$ cat config.mk
export PLATFORM = sky130hd
export DESIGN_NAME = fft_sample_deinterleaver
export DESIGN_NICKNAME = d
export VERILOG_FILES = /design/src/rtl/fft_sample_deinterleaver_pkg.sv /design/src/rtl/fft_pingpong_bank.sv /design/src/rtl/fft_sample_deinterleaver.sv
export SDC_FILE = /design/constraint.sdc
export NUM_CORES = 1
export LEC_CHECK = 0
export CAP_MARGIN = 10
export CORE_ASPECT_RATIO = 1.25
export CORE_MARGIN = 8
export CORE_UTILIZATION = 64
export DETAILED_ROUTE_END_ITERATION = 8
export PLACE_DENSITY = 0.87
export SYNTH_ARGS = -nofsm -noshare
export SYNTH_HDL_FRONTEND = slang
export SYNTH_HIERARCHICAL = 1
export SYNTH_SLANG_ARGS = --single-unit
$ cat constraint.sdc
create_clock -name clk -period 7.66 [get_ports clk]
set_input_delay 1.532 -clock clk [delete_from_list [all_inputs] [get_ports clk]]
set_output_delay 1.532 -clock clk [all_outputs]
set_load 0.01 [all_outputs]
$ cat src/rtl/fft_sample_deinterleaver_pkg.sv
// Shared types and helpers for the FFT sample deinterleaver: bank states,
// default geometry and the index bit-reversal used for reordered issue.
package fft_pkg;

  typedef enum logic [1:0] {
    EMPTY    = 2'd0,
    FILLING  = 2'd1,
    FULL     = 2'd2,
    DRAINING = 2'd3
  } bank_state_e;

  localparam int DEFAULT_DATA_W = 16;
  localparam int DEFAULT_N      = 8;

  function automatic int unsigned bitrev(input int unsigned k, input int unsigned w);
    int unsigned r;
    r = 0;
    for (int unsigned i = 0; i < w; i++) begin
      r = (r << 1) | ((k >> i) & 32'd1);
    end
    return r;
  endfunction

endpackage

$ cat src/rtl/fft_pingpong_bank.sv
// One ping-pong frame bank: N sample registers, fill/drain state machine and
// a combinational (even, odd) pair read port.
//
// state    | meaning
// EMPTY    | no samples held, ready for a new frame
// FILLING  | some samples of a frame written
// FULL     | all N samples held, read side not yet on this bank
// DRAINING | read side is issuing pairs from this bank
module fft_pingpong_bank
  import fft_pkg::*;
#(
  parameter int DATA_W = DEFAULT_DATA_W,
  parameter int N      = DEFAULT_N,
  parameter int PW     = $clog2(N/2),
  parameter int AW     = $clog2(N)
) (
  input  logic              clk,
  input  logic              rst,
  input  logic              wr_en,
  input  logic [AW-1:0]     wr_addr,
  input  logic [DATA_W-1:0] wr_data,
  input  logic              wr_last,
  input  logic              rd_sel,
  input  logic              rd_done,
  input  logic [PW-1:0]     rd_pair,
  output logic              avail_next,
  output logic [DATA_W-1:0] rd_even,
  output logic [DATA_W-1:0] rd_odd
);

  bank_state_e       state_q, state_d;
  logic [DATA_W-1:0] mem_q [N];
  logic [DATA_W-1:0] mem_d [N];

  always_comb begin
    mem_d = mem_q;
    if (wr_en) mem_d[wr_addr] = wr_data;
  end

  always_comb begin
    state_d = state_q;
    case (state_q)
      EMPTY:    if (wr_en) state_d = FILLING;
      FILLING:  if (wr_en && wr_last) state_d = FULL;
      FULL: begin
        if (rd_done)     state_d = EMPTY;
        else if (rd_sel) state_d = DRAINING;
      end
      DRAINING: if (rd_done) state_d = EMPTY;
      default:  state_d = EMPTY;
    endcase
  end

  // Next-state view lets the read side load pair 0 in the same cycle the frame completes
  assign avail_next = (state_d == FULL) || (state_d == DRAINING);
  assign rd_even    = mem_q[{rd_pair, 1'b0}];
  assign rd_odd     = mem_q[{rd_pair, 1'b1}];

  always_ff @(posedge clk) begin
    if (rst) state_q <= EMPTY;
    else     state_q <= state_d;
  end

  always_ff @(posedge clk) begin
    mem_q <= mem_d;
  end

endmodule

$ cat src/rtl/fft_sample_deinterleaver.sv
// Collects serial samples into N-sample frames across two ping-pong banks and
// issues (even, odd) pairs; FFT_DEINT_BITREV_EN selects bit-reversed pair order.
module fft_sample_deinterleaver
  import fft_pkg::*;
#(
  parameter int DATA_W = DEFAULT_DATA_W,
  parameter int N      = DEFAULT_N
) (
  input  logic                     clk,
  input  logic                     rst,
  input  logic                     in_valid,
  output logic                     in_ready,
  input  logic [DATA_W-1:0]        in_data,
  output logic                     out_valid,
  input  logic                     out_ready,
  output logic [DATA_W-1:0]        even,
  output logic [DATA_W-1:0]        odd,
  output logic [$clog2(N/2)-1:0]   out_idx,
  output logic                     out_last
);

  localparam int PW = $clog2(N/2);
  localparam int AW = $clog2(N);
  localparam logic [AW-1:0] WR_MAX = AW'(N-1);
  localparam logic [PW-1:0] RD_MAX = PW'(N/2-1);

  logic [AW-1:0]     wr_cnt_q, wr_cnt_d;
  logic              wr_bank_q, wr_bank_d;
  logic [PW-1:0]     rd_cnt_q, rd_cnt_d;
  logic              rd_bank_q, rd_bank_d;
  logic              rdy_q, rdy_d;
  logic              out_valid_q, out_valid_d;
  logic [DATA_W-1:0] even_q, even_d, odd_q, odd_d;
  logic [PW-1:0]     idx_q, idx_d;
  logic              last_q, last_d;

  logic              wr_fire, wr_last, hs, rd_wrap, load;
  logic [PW-1:0]     pidx;
  logic [1:0]        avail;
  logic [DATA_W-1:0] bank_even [2];
  logic [DATA_W-1:0] bank_odd  [2];

  assign in_ready = rdy_q && !rst;
  assign wr_fire  = in_valid && in_ready;
  assign wr_last  = (wr_cnt_q == WR_MAX);
  assign hs       = out_valid_q && out_ready;
  assign rd_wrap  = (rd_cnt_q == RD_MAX);

  for (genvar b = 0; b < 2; b++) begin : g_bank
    localparam logic ID = 1'(b);
    fft_pingpong_bank #(.DATA_W(DATA_W), .N(N), .PW(PW), .AW(AW)) u_bank (
      .clk        (clk),
      .rst        (rst),
      .wr_en      (wr_fire && (wr_bank_q == ID)),
      .wr_addr    (wr_cnt_q),
      .wr_data    (in_data),
      .wr_last    (wr_last),
      .rd_sel     (rd_bank_q == ID),
      .rd_done    (hs && rd_wrap && (rd_bank_q == ID)),
      .rd_pair    (pidx),
      .avail_next (avail[b]),
      .rd_even    (bank_even[b]),
      .rd_odd     (bank_odd[b])
    );
  end

  always_comb begin
    wr_cnt_d  = wr_cnt_q;
    wr_bank_d = wr_bank_q;
    if (wr_fire) begin
      if (wr_last) begin
        wr_cnt_d  = '0;
        wr_bank_d = ~wr_bank_q;
      end else begin
        wr_cnt_d = wr_cnt_q + 1'b1;
      end
    end
    rdy_d = !avail[wr_bank_d];
  end

  always_comb begin
    rd_cnt_d    = rd_cnt_q;
    rd_bank_d   = rd_bank_q;
    load        = 1'b0;
    out_valid_d = out_valid_q;
    even_d      = even_q;
    odd_d       = odd_q;
    idx_d       = idx_q;
    last_d      = last_q;
    if (hs) begin
      if (rd_wrap) begin
        rd_cnt_d  = '0;
        rd_bank_d = ~rd_bank_q;
        load      = avail[~rd_bank_q];
      end else begin
        rd_cnt_d = rd_cnt_q + 1'b1;
        load     = 1'b1;
      end
    end else if (!out_valid_q) begin
      load = avail[rd_bank_q];
    end
`ifdef FFT_DEINT_BITREV_EN
    pidx = PW'(bitrev(32'(rd_cnt_d), PW));
`else
    pidx = rd_cnt_d;
`endif
    if (load) begin
      out_valid_d = 1'b1;
      even_d      = bank_even[rd_bank_d];
      odd_d       = bank_odd[rd_bank_d];
      idx_d       = pidx;
      last_d      = (rd_cnt_d == RD_MAX);
    end else if (hs) begin
      out_valid_d = 1'b0;
    end
  end

  always_ff @(posedge clk) begin
    if (rst) begin
      wr_cnt_q    <= '0;
      wr_bank_q   <= 1'b0;
      rd_cnt_q    <= '0;
      rd_bank_q   <= 1'b0;
      rdy_q       <= 1'b1;
      out_valid_q <= 1'b0;
      even_q      <= '0;
      odd_q       <= '0;
      idx_q       <= '0;
      last_q      <= 1'b0;
    end else begin
      wr_cnt_q    <= wr_cnt_d;
      wr_bank_q   <= wr_bank_d;
      rd_cnt_q    <= rd_cnt_d;
      rd_bank_q   <= rd_bank_d;
      rdy_q       <= rdy_d;
      out_valid_q <= out_valid_d;
      even_q      <= even_d;
      odd_q       <= odd_d;
      idx_q       <= idx_d;
      last_q      <= last_d;
    end
  end

  assign out_valid = out_valid_q;
  assign even      = even_q;
  assign odd       = odd_q;
  assign out_idx   = idx_q;
  assign out_last  = last_q;

endmodule

**After elaboration in Yosys (flattened, before gate mapping)**

Index checks and enable logic that the tools add are counted.

- Bits in registers: 304
- Latch bits: 0
- Memory bits (writable): 0
- Bits in read-only memories: 0
- Bits of input ports: 20
- Output and inout port bits: 37
- Logic and storage cells: 127
- Memories kept: 0

- $add $sub $neg: 2
- Multiply operators: 0
- Div/mod/pow operators: 0
- $lt $le $gt $ge: 8
- Equality and inequality tests: 13
- Shift-type cells: 0
- Multiplexer cells: 52
- Bitwise logic cells: 6
- Reduce and logical (&&, ||, !) cells: 18

Operator list:

| kind | count |
|---|---|
| $bwmux W128 | 2 |
| $mux W16 | 15 |
| $bmux W16 S3 | 4 |
| $demux W16 S3 | 1 |
| $mux W2 | 12 |
| $eq A2 B2 Y1 const B | 10 |
| $pmux W2 S4 | 2 |
| $mux W1 | 15 |
| $ge A4 B4 Y1 const B | 3 |
| $not A3 Y4 | 3 |
| $logic_and A1 B1 Y1 | 11 |
| $lt A1 B2 Y1 const B | 3 |
| $eq A2 B1 Y1 const B | 2 |
| $logic_not A2 Y1 | 2 |
| $lt A4 B1 Y1 const B | 1 |
| $add A3 B1 Y3 const B | 1 |
| $eq A3 B3 Y1 const B | 1 |
| $mux W3 | 1 |
| $add A2 B1 Y2 const B | 1 |
| $ge A2 B2 Y1 const B | 1 |
| $logic_not A1 Y1 | 2 |
| $logic_or A1 B1 Y1 | 2 |
| $not A1 Y1 | 2 |
| $not A1 Y2 | 1 |
| $reduce_bool A2 Y1 | 1 |

**Longest topological paths before layout**

- Depth after elaboration: 14
- Depth in mapped cells: 12
- Depth with buffers taken out: 9

**Hierarchy**

The synthesis kept the hierarchy.

By module, submodules not included:

| module | instances | cells each | area each (um^2) | seq. area each (um^2) |
|---|---|---|---|---|
| fft_pingpong_bank | 2 | 189 | 4807.1 | 3883.7 |
| fft_sample_deinterleaver | 1 | 211 | 2265.9 | 880.8 |

**Worst setup path after synthesis**

OpenSTA, ideal clock, no wires.

- Kind: input -> register
- Start: in rst
- End: reg g_bank[0].u_bank/mem_q[112] in the netlist's numbering (enable)
- Setup time: 0.409 ns
- Data arrival time: 3.646 ns
- Required time: 7.251 ns
- Path slack: 3.605 ns
- Stages: 6
- Path buffers: 1
- Cells stage by stage: clkbuf_1 -> nor2b_1 -> nand2_1 -> nor2_1 -> nand2b_1 -> nor3_1

- Word-level cells in the longest chain between the ends: 4

Ends and longest elaborated chain:

| what | line | RTL |
|---|---|---|
| start, declared | fft_sample_deinterleaver.sv:10 | `input logic rst,` |
| $logic_not A1 Y1 | fft_sample_deinterleaver.sv:43 | `assign in_ready = rdy_q && !rst;` |
| $logic_and A1 B1 Y1 | fft_sample_deinterleaver.sv:43 |  |
| named net in_ready | fft_sample_deinterleaver.sv:12 | `output logic in_ready,` |
| $logic_and A1 B1 Y1 | fft_sample_deinterleaver.sv:44 | `assign wr_fire = in_valid && in_ready;` |
| $logic_and A1 B1 Y1 | fft_sample_deinterleaver.sv:54 | `.wr_en (wr_fire && (wr_bank_q == ID)),` |
| end signal, assigned | fft_pingpong_bank.sv:65 | `mem_q <= mem_d;` |
| end, declared | fft_pingpong_bank.sv:32 | `logic [DATA_W-1:0] mem_q [N];` |

The timed path passes the listed nets, and every way through them passes these cells.
A chain may end at the register's enable or synchronous reset.

**Worst setup path in the final report**

- Start: in rst
- End: reg even_q[7], in the netlist even[7]

- Word-level cells in the longest chain between the ends: 13
- Elaborated cells between the ends (all ways): 26
- Classes of those cells: eq/ne (4); mux (13); reduce/logical (9)

Ends and longest elaborated chain:

| what | line | RTL |
|---|---|---|
| $logic_not A1 Y1 (*) | fft_sample_deinterleaver.sv:43 |  |
| $logic_and A1 B1 Y1 (*) | fft_sample_deinterleaver.sv:43 |  |
| $logic_and A1 B1 Y1 (*) | fft_sample_deinterleaver.sv:44 |  |
| $logic_and A1 B1 Y1 (*) | fft_sample_deinterleaver.sv:54 |  |
| $logic_and A1 B1 Y1 | fft_pingpong_bank.sv:44 | `FILLING: if (wr_en && wr_last) state_d = FULL;` |
| $mux W2 | fft_pingpong_bank.sv:44 |  |
| $pmux W2 S4 (*) | fft_pingpong_bank.sv:42 | `case (state_q)` |
| $eq A2 B2 Y1 | fft_pingpong_bank.sv:55 | `assign avail_next = (state_d == FULL) \|\| (state_d == DRAINING);` |
| $logic_or A1 B1 Y1 (*) | fft_pingpong_bank.sv:55 |  |
| named net avail[0] | fft_sample_deinterleaver.sv:39 | `logic [1:0] avail;` |
| $mux W1 (on tied branches) (2 in series) | fft_sample_deinterleaver.sv:100, fft_sample_deinterleaver.sv:94 |  |
| $mux W1 (on tied branches) | fft_sample_deinterleaver.sv:99, fft_sample_deinterleaver.sv:91 |  |
| $mux W1 (*) | fft_sample_deinterleaver.sv:90 | `if (hs) begin` |
| end signal, assigned | fft_sample_deinterleaver.sv:137 | `even_q <= even_d;` |
| end, declared | fft_sample_deinterleaver.sv:33 | `logic [DATA_W-1:0] even_q, even_d, odd_q, odd_d;` |

The timed path passes the listed nets; every way through them passes the cells marked *. The select of a mux whose other input is x is not followed.

==> impl_results.md <==
- Outcome: completed
- Fin nets: between 600 and 700
- CTS max path bufs: 3
- Root buffer cell: clkbuf_16
- Total power: 0.00328 W
- Cell area power density: 242 nW/um^2
- Final-report max-slew violation count: 0
- Commonest non-fill, non-tap cell in the layout: edfxtp_1
- Antenna viol nets, final: 0
- Port Buf Inserts: 56
- Syn_area_per_cell: 20.2 um^2
- Critical path class: in2reg
- Mapped Cells: 589
- Antenna violations before repair: 0
- # H-tree levels: 1
- Worst relative slew slack: 0.122
- Hold crit path type: reg2reg
- Num ports: 57
- Adder-Cell Fraction of Synth Area: 0.00421
- Setup ws final: 2.43 ns
- Post-layout util: 0.747
- Crit path capture type: register
- Yosys warns: 6
- Post-synth EDFFs: about 260
- DRT iter0 DRCs: just over 800
- Vias in the first global route: 6486
- Starting Density: 0.654
- Via-per-instance ratio: 6.74
- Reg2Reg Setup Slack: 3.77 ns
- # setup viols final: 0
- Met2 Resource Use GR: 0.386
- Area growth syn-to-layout: 14.2%
- Core area: 18200 um^2
- TNS Setup: 0 ns
- Chip width: 138 um
- Final number of hold-violating endpoints: 0
- Inst Count DP: about 860
- Main combinational cell family by area after synthesis: multiplexers
- Final GP Congestion: 0.747
- Die Height: approximately 170 um
- End of the worst register-to-register path: even[7]$_SDFFE_PP0P_
- CP Data Required Time: about 8.1 ns
- Hold endpoint: g_bank[0].u_bank/state_q[0]$_SDFF_PP0_
- Largest net degree at the start of global routing: 65
- Max VDD drop: between 0.0002 and 0.00025 V
- GRT overflow: 0
- Die footprint: 23200 um^2
- Post-synthesis mux area share: 0.157
- Unrepaired setup endpoints after global routing: no
- Most frequent cells in the layout: 256 x edfxtp_1, 60 x mux4_2, 55 x clkdlybuf4s50_1, 52 x nor2_1, 48 x dfxtp_1
- DPL Wire Length: around 15 mm
- Hold Crit Depth: 1
- Synth Area in Simple Gates: 0.0370
- Row cnt: 55
- Pre-Repair DR Iteration Count: 5
- Grt met3 use: 0.0462
- GRT met1 Usage: 0.305
- Antenna diodes: 0
- Latest clock arrival within the worst-skew pair: 0.53 ns
- CTS tree: done
- Leak pwr: 4.46 nW
- CTS Hold Bufs: 0
- Share of layout cells above drive strength 1: 0.246
- Depth of the worst register-to-register path: 9
- Via count: 6168
- Synthesized flop and latch total: 304
- Crit path DAT: around 5.6 ns
- Dominant synthesized flop cell: edfxtp_1
- Worst slack at placement: 2.01 ns
- Startpoint types: input port
- Post-Layout Cell Count: 915
- Setup Skew: 0.0101 ns
- Routed WL per cell: 29.4 um
- Most crowded layer after global routing: met2
- Fin crit period: 5.23 ns
- Fraction of registers with async set/reset: 0
- Synthesized area: 11900 um^2
- First-pass GRT wire length: 40.4 mm
- Max Clock Freq: 191 MHz
- Setup bufs post-CTS: 0
- Residual DRC: 0
- Post-CTS sizing: 0
- Post-synthesis compound-gate area fraction: 0.0463
- CTS sink count: 304
- Hold Crit Start: g_bank[0].u_bank/state_q[0]$_SDFF_PP0_
- Xor and xnor area share after synthesis: 0.00305
- Seq/Total Area, Yosys: 0.728
- Worst R2R Start: wr_cnt_q[1]$_SDFFE_PP0N_
- Synth unique cells: 38
- Slew @ Worst Pin: 1.32 ns
- Maxcap violations: 0
- Clock slew at reported path FFs: 0.07 ns
- Drt total wl: 26.9 mm
- Crit-path max FO: 51
- Final Cycle Share: 0.682
- Syn Nets: a little over 600
- Num CTS Buffers: 28
- GRT Total Usage: 0.237
-- through the flow --
| step | area, um^2 | hold slack, ns |
|---|---|---|
| 6_report | 13600 | 0.505 |
| 2_1_floorplan | 11900 | 0.472 |
| 4_1_cts | 13600 | 0.507 |
| 3_3_place_gp | 12600 | 0.480 |
| 3_5_place_dp | 12600 | 0.491 |
| 5_1_grt | 13600 | 0.525 |
-- per-layer routing --
| metal | part of all wire | wire length [um] | vias up |
|---|---|---|---|
| li1 | - | - | 2557 |
| met1 | 0.36 | 9620 | 3151 |
| met2 | 0.51 | 13800 | 374 |
| met3 | 0.087 | 2330 | 86 |
| met4 | 0.042 | 1140 | 0 |
| met5 | 0 | 0 | - |
-- logic make-up after synthesis --
family	Yosys count
xor gates and xnor gates	2
adders and majority gates	4
and+or+nand+nor	94
DFF	304
muxes	104
AOI/OAI and AO/OA	45
buffers and inverters	36
-- Yosys cell counts, types with 2 or more instances --
master / count / area, um^2
ha_1: 4 / 50.1
mux4_2: 60 / 1350
and3_1: 2 / 12.5
buf_8: 3 / 45.0
edfxtp_1: 256 / 7690
nand4b_1: 3 / 26.3
buf_6: 2 / 22.5
inv_1: 4 / 15.0
nand2b_1: 8 / 50.1
buf_12: 6 / 120
mux2_2: 3 / 33.8
a221oi_1: 3 / 26.3
clkbuf_1: 7 / 26.3
mux2i_1: 37 / 370
nor3_1: 7 / 35.0
nand3b_1: 3 / 22.5
dfxtp_1: 48 / 961
a211oi_1: 2 / 15.0
nand3_1: 2 / 10.0
mux4_1: 4 / 105
o211a_1: 2 / 20.0
buf_2: 11 / 55.1
a21oi_1: 6 / 30.0
buf_1: 3 / 11.3
nand2_1: 10 / 37.5
nor2b_1: 2 / 12.5
a221oi_2: 29 / 435
nor2_1: 52 / 195
-- how the worst max path moves through the flow --
stage	slack [ns]	endpoint	startpoint	cells after the start
after detailed placement	2.01	even[11]$_SDFFE_PP0P_	rst	12
after CTS	2.46	odd[9]$_SDFFE_PP0P_	rst	12
final	2.43	even[7]$_SDFFE_PP0P_	rst	12
after global routing	2.27	even[8]$_SDFFE_PP0P_	rst	12
after floorplan	3.60	g_bank[0].u_bank/mem_q[112]$_DFFE_PP_	rst	6
after global placement	2.18	even[9]$_SDFFE_PP0P_	rst	12
-- report_power, final --
group	total [W]	switching, W	internal [W]
clock network	0.00141	0.000591	0.000816
registers	0.00181	0.00000688	0.00180
logic	0.0000672	0.0000448	0.0000224
total	0.00328	0.000642	0.00264
-- state kept, by name, summed over array words and instances, names as in the netlist --
name,count
rd_bank_q,1
wr_cnt_q,3
out_last,1
rd_cnt_q,2
wr_bank_q,1
g_bank.u_bank/state_q,4
even,16
out_idx,2
out_valid,1
odd,16
rdy_q,1
g_bank.u_bank/mem_q,256
-- final cells by class --
class	instances	area, um^2
Clock buffer	38	779
Fill cell	1007	4600
Sequential cell	304	8650
Clock inverter	14	154
Timing Repair Buffer	78	721
Inverter	4	16.3
Multi-Input combinational cell	249	2970
Tap cell	228	285
-- worst max-delay path, cell delays in order --
cell and delay [ns]:
buf_2 0.08, buf_4 0.62, nor2b_1 0.23, nand2_1 0.24, nor2_1 0.13, nand4b_1 0.16
nand2_1 0.11, mux2i_1 0.21, a21o_2 1.05, o21ai_4 0.50, buf_4 0.43, a221oi_1 0.33
(Power assumes the default switching activity.)
